## src/rtl/char_write_ctrl.sv

```systemverilog
// Character write sequencer for the Apple-1 circulating display memory: waits for the
// cursor slot to come round, issues one write, advances the cursor and requests scrolls.
module char_write_ctrl #(
  parameter int unsigned COLS  = 40,
  parameter int unsigned ROWS  = 24,
  parameter int unsigned POS_W = 10
) (
  input  logic             clk,
  input  logic             reset,
  input  logic             da,
  input  logic [6:0]       char_in,
  input  logic             shift_en,
  input  logic             frame_sync,
  input  logic             clr,
  input  logic             scroll_done,
  output logic             wr_en,
  output logic [6:0]       wr_data,
  output logic             rda,
  output logic             scroll_req,
  output logic [POS_W-1:0] cursor_pos,
  output logic             busy
);

  localparam int unsigned ColW = $clog2(COLS);
  localparam logic [POS_W-1:0] LastSlot     = POS_W'(COLS * ROWS - 1);
  localparam logic [POS_W-1:0] LastRowStart = POS_W'((ROWS - 1) * COLS);
  localparam logic [POS_W-1:0] RowStride    = POS_W'(COLS);
  localparam logic [ColW-1:0]  LastCol      = ColW'(COLS - 1);

  typedef enum logic [2:0] {
    StIdle, StWaitSlot, StAdvance, StScroll, StAck, StHold
  } state_e;

  state_e           state_q, state_d;
  logic [POS_W-1:0] slot_q, slot_d;
  logic [POS_W-1:0] cursor_q, cursor_d;
  logic [ColW-1:0]  col_q, col_d;
  logic [6:0]       data_q, data_d;
  logic             newline_q, newline_d;
  logic             scroll_first_q, scroll_first_d;
  logic [6:0]       folded;

  // Lower-case range folds onto upper case by dropping bit 5.
  always_comb begin
    folded = char_in;
    if (char_in[6:5] == 2'b11) folded[5] = 1'b0;
  end

  always_comb begin
    state_d        = state_q;
    slot_d         = slot_q;
    cursor_d       = cursor_q;
    col_d          = col_q;
    data_d         = data_q;
    newline_d      = newline_q;
    scroll_first_d = scroll_first_q;
    wr_en          = 1'b0;
    rda            = 1'b0;
    scroll_req     = 1'b0;

    if (frame_sync) begin
      slot_d = '0;
    end else if (shift_en) begin
      slot_d = (slot_q == LastSlot) ? '0 : slot_q + POS_W'(1);
    end

    unique case (state_q)
      StIdle: begin
        if (da) begin
          data_d    = folded;
          newline_d = 1'b0;
          if (folded >= 7'h20) begin
            state_d = StWaitSlot;
          end else if (folded == 7'h0D) begin
            newline_d = 1'b1;
            state_d   = StAdvance;
          end else begin
            state_d = StAck;
          end
        end
      end
      StWaitSlot: begin
        if (shift_en && (slot_q == cursor_q)) begin
          wr_en   = 1'b1;
          state_d = StAdvance;
        end
      end
      StAdvance: begin
        if (newline_q || (col_q == LastCol)) begin
          col_d = '0;
          if (cursor_q >= LastRowStart) begin
            cursor_d       = LastRowStart;
            scroll_first_d = 1'b1;
            state_d        = StScroll;
          end else begin
            cursor_d = cursor_q - {{(POS_W - ColW){1'b0}}, col_q} + RowStride;
            state_d  = StAck;
          end
        end else begin
          col_d    = col_q + ColW'(1);
          cursor_d = cursor_q + POS_W'(1);
          state_d  = StAck;
        end
      end
      StScroll: begin
        scroll_req     = scroll_first_q;
        scroll_first_d = 1'b0;
        if (scroll_done) state_d = StAck;
      end
      StAck: begin
        rda     = 1'b1;
        state_d = StHold;
      end
      StHold: begin
        if (!da) state_d = StIdle;
      end
      default: state_d = StIdle;
    endcase

    // Clear drops any pending character; the slot counter keeps tracking the memory.
    if (clr) begin
      state_d        = StIdle;
      cursor_d       = '0;
      col_d          = '0;
      scroll_first_d = 1'b0;
      wr_en          = 1'b0;
      rda            = 1'b0;
      scroll_req     = 1'b0;
    end
  end

  always_ff @(posedge clk) begin
    if (reset) begin
      state_q        <= StIdle;
      slot_q         <= '0;
      cursor_q       <= '0;
      col_q          <= '0;
      data_q         <= '0;
      newline_q      <= 1'b0;
      scroll_first_q <= 1'b0;
    end else begin
      state_q        <= state_d;
      slot_q         <= slot_d;
      cursor_q       <= cursor_d;
      col_q          <= col_d;
      data_q         <= data_d;
      newline_q      <= newline_d;
      scroll_first_q <= scroll_first_d;
    end
  end

  assign wr_data    = data_q;
  assign cursor_pos = cursor_q;
  assign busy       = (state_q != StIdle);

endmodule
```

## config.mk

```make
export PLATFORM = sky130hd
export DESIGN_NAME = char_write_ctrl
export DESIGN_NICKNAME = d
export VERILOG_FILES = /design/src/rtl/char_write_ctrl.sv
export SDC_FILE = /design/constraint.sdc
export NUM_CORES = 1
export LEC_CHECK = 0
export CAP_MARGIN = 25
export CORE_ASPECT_RATIO = 0.6
export CORE_UTILIZATION = 35
export DETAILED_ROUTE_END_ITERATION = 7
export HOLD_SLACK_MARGIN = 0.12
export PLACE_DENSITY_LB_ADDON = 0.3
export SYNTH_ARGS = -nofsm -noshare
export SYNTH_HDL_FRONTEND = slang
export SYNTH_SLANG_ARGS = --single-unit
export TNS_END_PERCENT = 100
```

## constraint.sdc

```tcl
create_clock -name clk -period 4.1 [get_ports clk]
set_input_delay 0.41 -clock clk [delete_from_list [all_inputs] [get_ports clk]]
set_output_delay 0.41 -clock clk [all_outputs]
set_load 0.02 [all_outputs]
```

Word level (Yosys, flattened, before mapping)
Index checks and enable logic that the tools add are counted.
{"block": "classes", "n_addsub": 5, "n_mul": 0, "div_mod_pow": 0, "magnitude_cmp": 2, "n_eq_ne": 16, "shift": 0, "mux": 26, "bitwise": 0, "reduce_logical": 10}
{"operator": "2-to-1 mux 10 bit", "n": 3}
{"operator": "2-to-1 mux 3 bit", "n": 8}
{"operator": "adder 10 x 1 -> 10 bit, second input constant", "n": 2}
{"operator": "one-hot mux 3 bit (6 select lines)", "n": 1}
{"operator": "2-to-1 mux 1 bit", "n": 12}
{"operator": "inequality test 2 bit, second input constant", "n": 6}
{"operator": "adder 10 x 6 -> 10 bit, second input constant", "n": 1}
{"operator": "== test 10 bit", "n": 1}
{"operator": "== test 10 bit, second input constant", "n": 1}
{"operator": ">= comparator 10 bit, second input constant", "n": 1}
{"operator": "subtractor 10 x 6 -> 10 bit", "n": 1}
{"operator": "== test 7 x 4 -> 1 bit, second input constant", "n": 1}
{"operator": ">= comparator 7 x 6 -> 1 bit, second input constant", "n": 1}
{"operator": "adder 6 x 1 -> 6 bit, second input constant", "n": 1}
{"operator": "== test 3 x 2 -> 1 bit, second input constant", "n": 2}
{"operator": "== test 3 bit, second input constant", "n": 2}
{"operator": "== test 6 bit, second input constant", "n": 1}
{"operator": "2-to-1 mux 6 bit", "n": 1}
{"operator": "AND reduction 4 bit", "n": 1}
{"operator": "OR reduction 2 bit", "n": 2}
{"operator": "== test 3 x 1 -> 1 bit, second input constant", "n": 1}
{"operator": "zero test 3 bit", "n": 1}
{"operator": "AND reduction 3 bit", "n": 1}
{"operator": "nonzero test 3 bit", "n": 1}
{"operator": "6 further kinds", "n": 6}
{"block": "word_totals", "register_bits": 38, "latchBits": 0, "ram_bits": 0, "romBits": 0, "in_bits": 14, "out_inout_bits": 21, "n_memories": 0}

Depth between registers and ports, before layout
{"block": "logic_depth", "word_depth": 7, "mapped_depth": 12}

Worst setup path before layout
No wires, ideal clock.
{"block": "synth_path", "path_kind": "reg-to-reg", "startpoint": "reg cursor_q[0], in the netlist cursor_pos[0]", "endpoint": "reg cursor_q[9], in the netlist cursor_pos[9]", "setup_ns": 0.129, "arrival_ns": 2.305, "required_ns": 3.971, "slack_ns": 1.666, "stages_incl_launch_ff": 13, "period_less_slack_ns": 2.434, "cell_sequence": "dfxtp_1 > inv_1 > ha_1 > inv_1 > ha_1 > inv_1 > fa_1 > nand2b_1 > a21oi_1 > o221ai_1 > xor2_1 > o21ai_0 > a21oi_1"}
{"block": "synth_via", "elab_chain_len": 4, "elab_cells_between_ends": 6, "cone_classes": "add/sub (3); order compare (1); mux (2)"}
{"item": "from (decl)", "line": "36", "rtl": "logic [POS_W-1:0] cursor_q, cursor_d;"}
{"item": "from (signal assigned)", "line": "144", "rtl": "cursor_q <= cursor_d;"}
{"item": "subtractor 10 x 6 -> 10 bit", "line": "96", "rtl": "cursor_d = cursor_q - {{(POS_W - ColW){1'b0}}, col_q} + RowStride;"}
{"item": "adder 10 x 6 -> 10 bit", "line": "96"}
{"item": "2-to-1 mux 10 bit", "line": "91", "rtl": "if (cursor_q >= LastRowStart) begin"}
{"item": "2-to-1 mux 10 bit *", "line": "89", "rtl": "if (newline_q || (col_q == LastCol)) begin"}
Mark *: on every way between the ends. The rest lies on a longest branch, timed or not.
A chain may end at the register's enable or synchronous reset.

Worst setup path in the final report
{"block": "layout_path", "startpoint": "in shift_en", "endpoint": "out wr_en"}
{"block": "layout_via", "elab_chain_len": 4}
{"item": "from (decl)", "line": "12", "rtl": "input logic shift_en,"}
{"item": "logical AND 1 bit", "line": "83", "rtl": "if (shift_en && (slot_q == cursor_q)) begin"}
{"item": "2-to-1 mux 1 bit", "line": "83"}
{"item": "2-to-1 mux 1 bit", "line": "67", "rtl": "unique case (state_q)"}
{"item": "2-to-1 mux 1 bit", "line": "121", "rtl": "if (clr) begin"}
{"item": "to (decl)", "line": "16", "rtl": "output logic wr_en,"}
No other way between the ends.

==> flow_summary.toml <==
[timing]
relSlewSlack = 0.4532
rsz0062_at_grt = "no"
slew_violations = 0
setup_violations = 0
fin_setup_tns_ns = 0
worst_pin_slew_ns = 0.8173
fin_crit_ns = 3.014
hold_viol = 0
fmax_ghz = 0.3318
clock_skew_ns = 0.003905
period_share = 0.7350

[synthesis]
async_flop_share = 0
yosys_warnings = 0
syn-cell-area_um2 = 2544
syn_nets = 349
synthCells = 312
yosysSeqAreaShare = 0.2991
synthFlopType = "dfxtp_1"
synth_seq_cells = 38
yosysUniqueCellTypes = 51
synth_edf_count = 0
synth_area_per_cell_um2 = 8.153

[worst_hold_path]
hold_depth = 1
holdPathEnd = "scroll_first_q"
hold_class = "reg2reg"
min_from = "scroll_first_q"

[cells_and_area]
fillers = 701
nNetsFinal = 377
final_cell_area_um2 = 3080
n_antenna_cell = 0
drive_above_1_share = 0.03519
regArea_um2 = 760.7
area_growth_pct = 21.10
final_cell_mix = "nor2_1 (48), dfxtp_1 (38), clkdlybuf4s50_1 (34)"
mostFrequentLayoutCell = "nor2_1"
multiInputGateArea_um2 = 1644
finalNonFillerCells = 428

[clock_tree]
clk_latency_ns = 0.28
ctsHoldBuffers = 0
numCtsBuffers = 5
cts_resized = 0
cts_root_buf = "clkbuf_16"
cts_tree = "yes"
cts_setup_buffers = 0
path_clk_slew_ns = 0.05
cts.sinks = 38
ctsLongestPathBuffers = 2
htree_num_levels = 2

[die]
start_util = 0.3714
pin_count = 35
fp-row-count = 23
fp.dieW_um = 112.1
die_y_um = 68.04
dieArea_um2 = 7624
core_area_um2 = 6849

[worst_setup_path]
cp_max_fo = 7
r2r_end = "cursor_pos[9]"
slowest_delay_ns = 0.67
worstReg2RegStart = "cursor_pos[0]"
crit_family = "buffers and inverters"
crit_type = "in2out"
crit_chain = "clkdlybuf4s50_1, nand3b_1, nor4_1, nand4_1, nor4b_1, clkdlybuf4s50_1"
path_common_cell = "clkdlybuf4s50_1"
reg2regPathDepth = 12
crit_path_top_delay_cell = "clkdlybuf4s50_1"
critPathArrivalTime_ns = 2.60
crit_buf_inv = 2
cp_data_required_time_ns = 3.69
reg2reg_slack_ns = 1.45
cp-end-kind = "output port"
setup.worst_path.start_class = "input pin"

[run]
cap_violations = 0

[global_route]
overflow = 0
met2_usage = 0.2244
antenna_found_initial = 0
grt_max_degree = 19
grt_first_pass_wirelength_um = 9922
grt_pass1_vias = 2027
use_met3 = 0.03986
globalRoute.busiestLayer = "met1"
grt_use_total = 0.1671
met1_usage = 0.2588

[routing]
first_pass_iters = 4
ant_nets = 0
routed_wl_um = 6024
via_per_inst = 5.313
via_count = 2274
drtIter0Drc = 110
wl_per_cell_um = 14.07
drc = 0

[power]
power_leakage_nw = 1.196
powerDensity_nw_per_um2 = 277.5
peakVddDrop_mv = 0.1546

[placed_design]
place_area_um2 = 2933
routabilityCongestion = 0.8215
io_buffer_count = 34
dp.cells = 420
hpwlAfterDp_um = 4659

[status]
status = "completed"
## flip-flops by register name, summed over array words and instances (netlist names)
name	cells
state_q	3
wr_data	7
cursor_pos	10
scroll_first_q	1
col_q	6
slot_q	10
newline_q	1
## stage by stage
step	setup WS, ns	utilization	total power, mW	hold slack (ns)
final	1.086	0.4498	0.8548	0.4924
after global routing	0.9948	0.4498	0.8855	0.5279
after CTS	1.082	0.4498	0.8617	0.4992
after detailed placement	1.104	0.4282	0.4721	0.4863
after global placement	1.116	0.4282	0.4717	0.4756
after floorplan	1.666	-	0.4371	0.4640
## layout make-up
| class | instances | area share |
|---|---|---|
| clock buffer | 7 | 0.04630 |
| clock inverter | 1 | 0.001625 |
| inverter | 19 | 0.02315 |
| multi-input combinational | 241 | 0.5337 |
| sequential | 38 | 0.2470 |
| tap | 87 | 0.03534 |
| timing repair buffer | 35 | 0.1129 |
## worst reg2reg max path, stage by stage, from the launching register on
cell      delay, ns
dfxtp_1        0.45
inv_1          0.11
ha_1           0.21
inv_1          0.05
ha_1           0.18
inv_1          0.07
fa_1           0.41
nand2b_1       0.18
a21oi_1        0.25
o221ai_1       0.19
xor2_1         0.17
o21ai_0        0.17
a21oi_1        0.08
## power by group
part | switching [mW] | internal, mW | total, mW
clock network | 0.149 | 0.241 | 0.390
registers | 0.00688 | 0.376 | 0.383
logic | 0.0423 | 0.0395 | 0.0818
total | 0.198 | 0.657 | 0.855
## how the worst max path moves through the flow
stage	startpoint	endpoint	depth (start not counted)
2_1_floorplan	cursor_pos[0]	cursor_pos[9]	12
3_3_place_gp	shift_en	wr_en	6
3_5_place_dp	shift_en	wr_en	6
4_1_cts	shift_en	wr_en	6
5_1_grt	shift_en	wr_en	6
6_report	shift_en	wr_en	6
## metal layers
layer  wire length (um)  up-vias
li1                   -     1173
met4                 57        0
met1               3450     1040
met5                  0        -
met2               2214       53
met3                302        8
## synthesized netlist by cell type (2+ instances only)
cell / number / area share
a211oi_1: 5 / 0.015
a21o_1: 2 / 0.0059
a21oi_1: 23 / 0.045
a221oi_1: 2 / 0.0069
a31oi_1: 2 / 0.0049
a41oi_1: 2 / 0.0069
and3_1: 5 / 0.012
and4b_1: 2 / 0.0079
buf_2: 6 / 0.012
buf_4: 2 / 0.0059
clkbuf_1: 5 / 0.0074
dfxtp_1: 38 / 0.30
ha_1: 22 / 0.11
inv_1: 19 / 0.028
mux2i_1: 8 / 0.031
nand2_1: 13 / 0.019
nand2b_1: 4 / 0.0098
nand3_1: 8 / 0.016
nand3b_1: 3 / 0.0089
nand4_1: 9 / 0.022
nor2_1: 48 / 0.071
nor3_1: 5 / 0.0098
nor3b_1: 5 / 0.015
o211a_1: 2 / 0.0079
o211ai_1: 2 / 0.0059
o21ai_0: 6 / 0.012
o21ai_1: 9 / 0.018
o221ai_1: 3 / 0.010
o32ai_1: 3 / 0.010
or2_1: 2 / 0.0049
or3_1: 2 / 0.0049
xnor2_1: 16 / 0.055
xor2_1: 11 / 0.038
## cells by family after synthesis
| group | count (synthesis) | share of synthesized area |
|---|---|---|
| buffers and inverters | 33 | 0.05460 |
| XOR/XNOR | 27 | 0.09296 |
| adder cells (fa/ha/maj) | 23 | 0.1161 |
| AO/OA/AOI/OAI | 67 | 0.1697 |
| multiplexers | 8 | 0.03148 |
| AND/OR/NAND/NOR | 116 | 0.2361 |
| flip-flops | 38 | 0.2991 |
(Power assumes the default switching activity.)
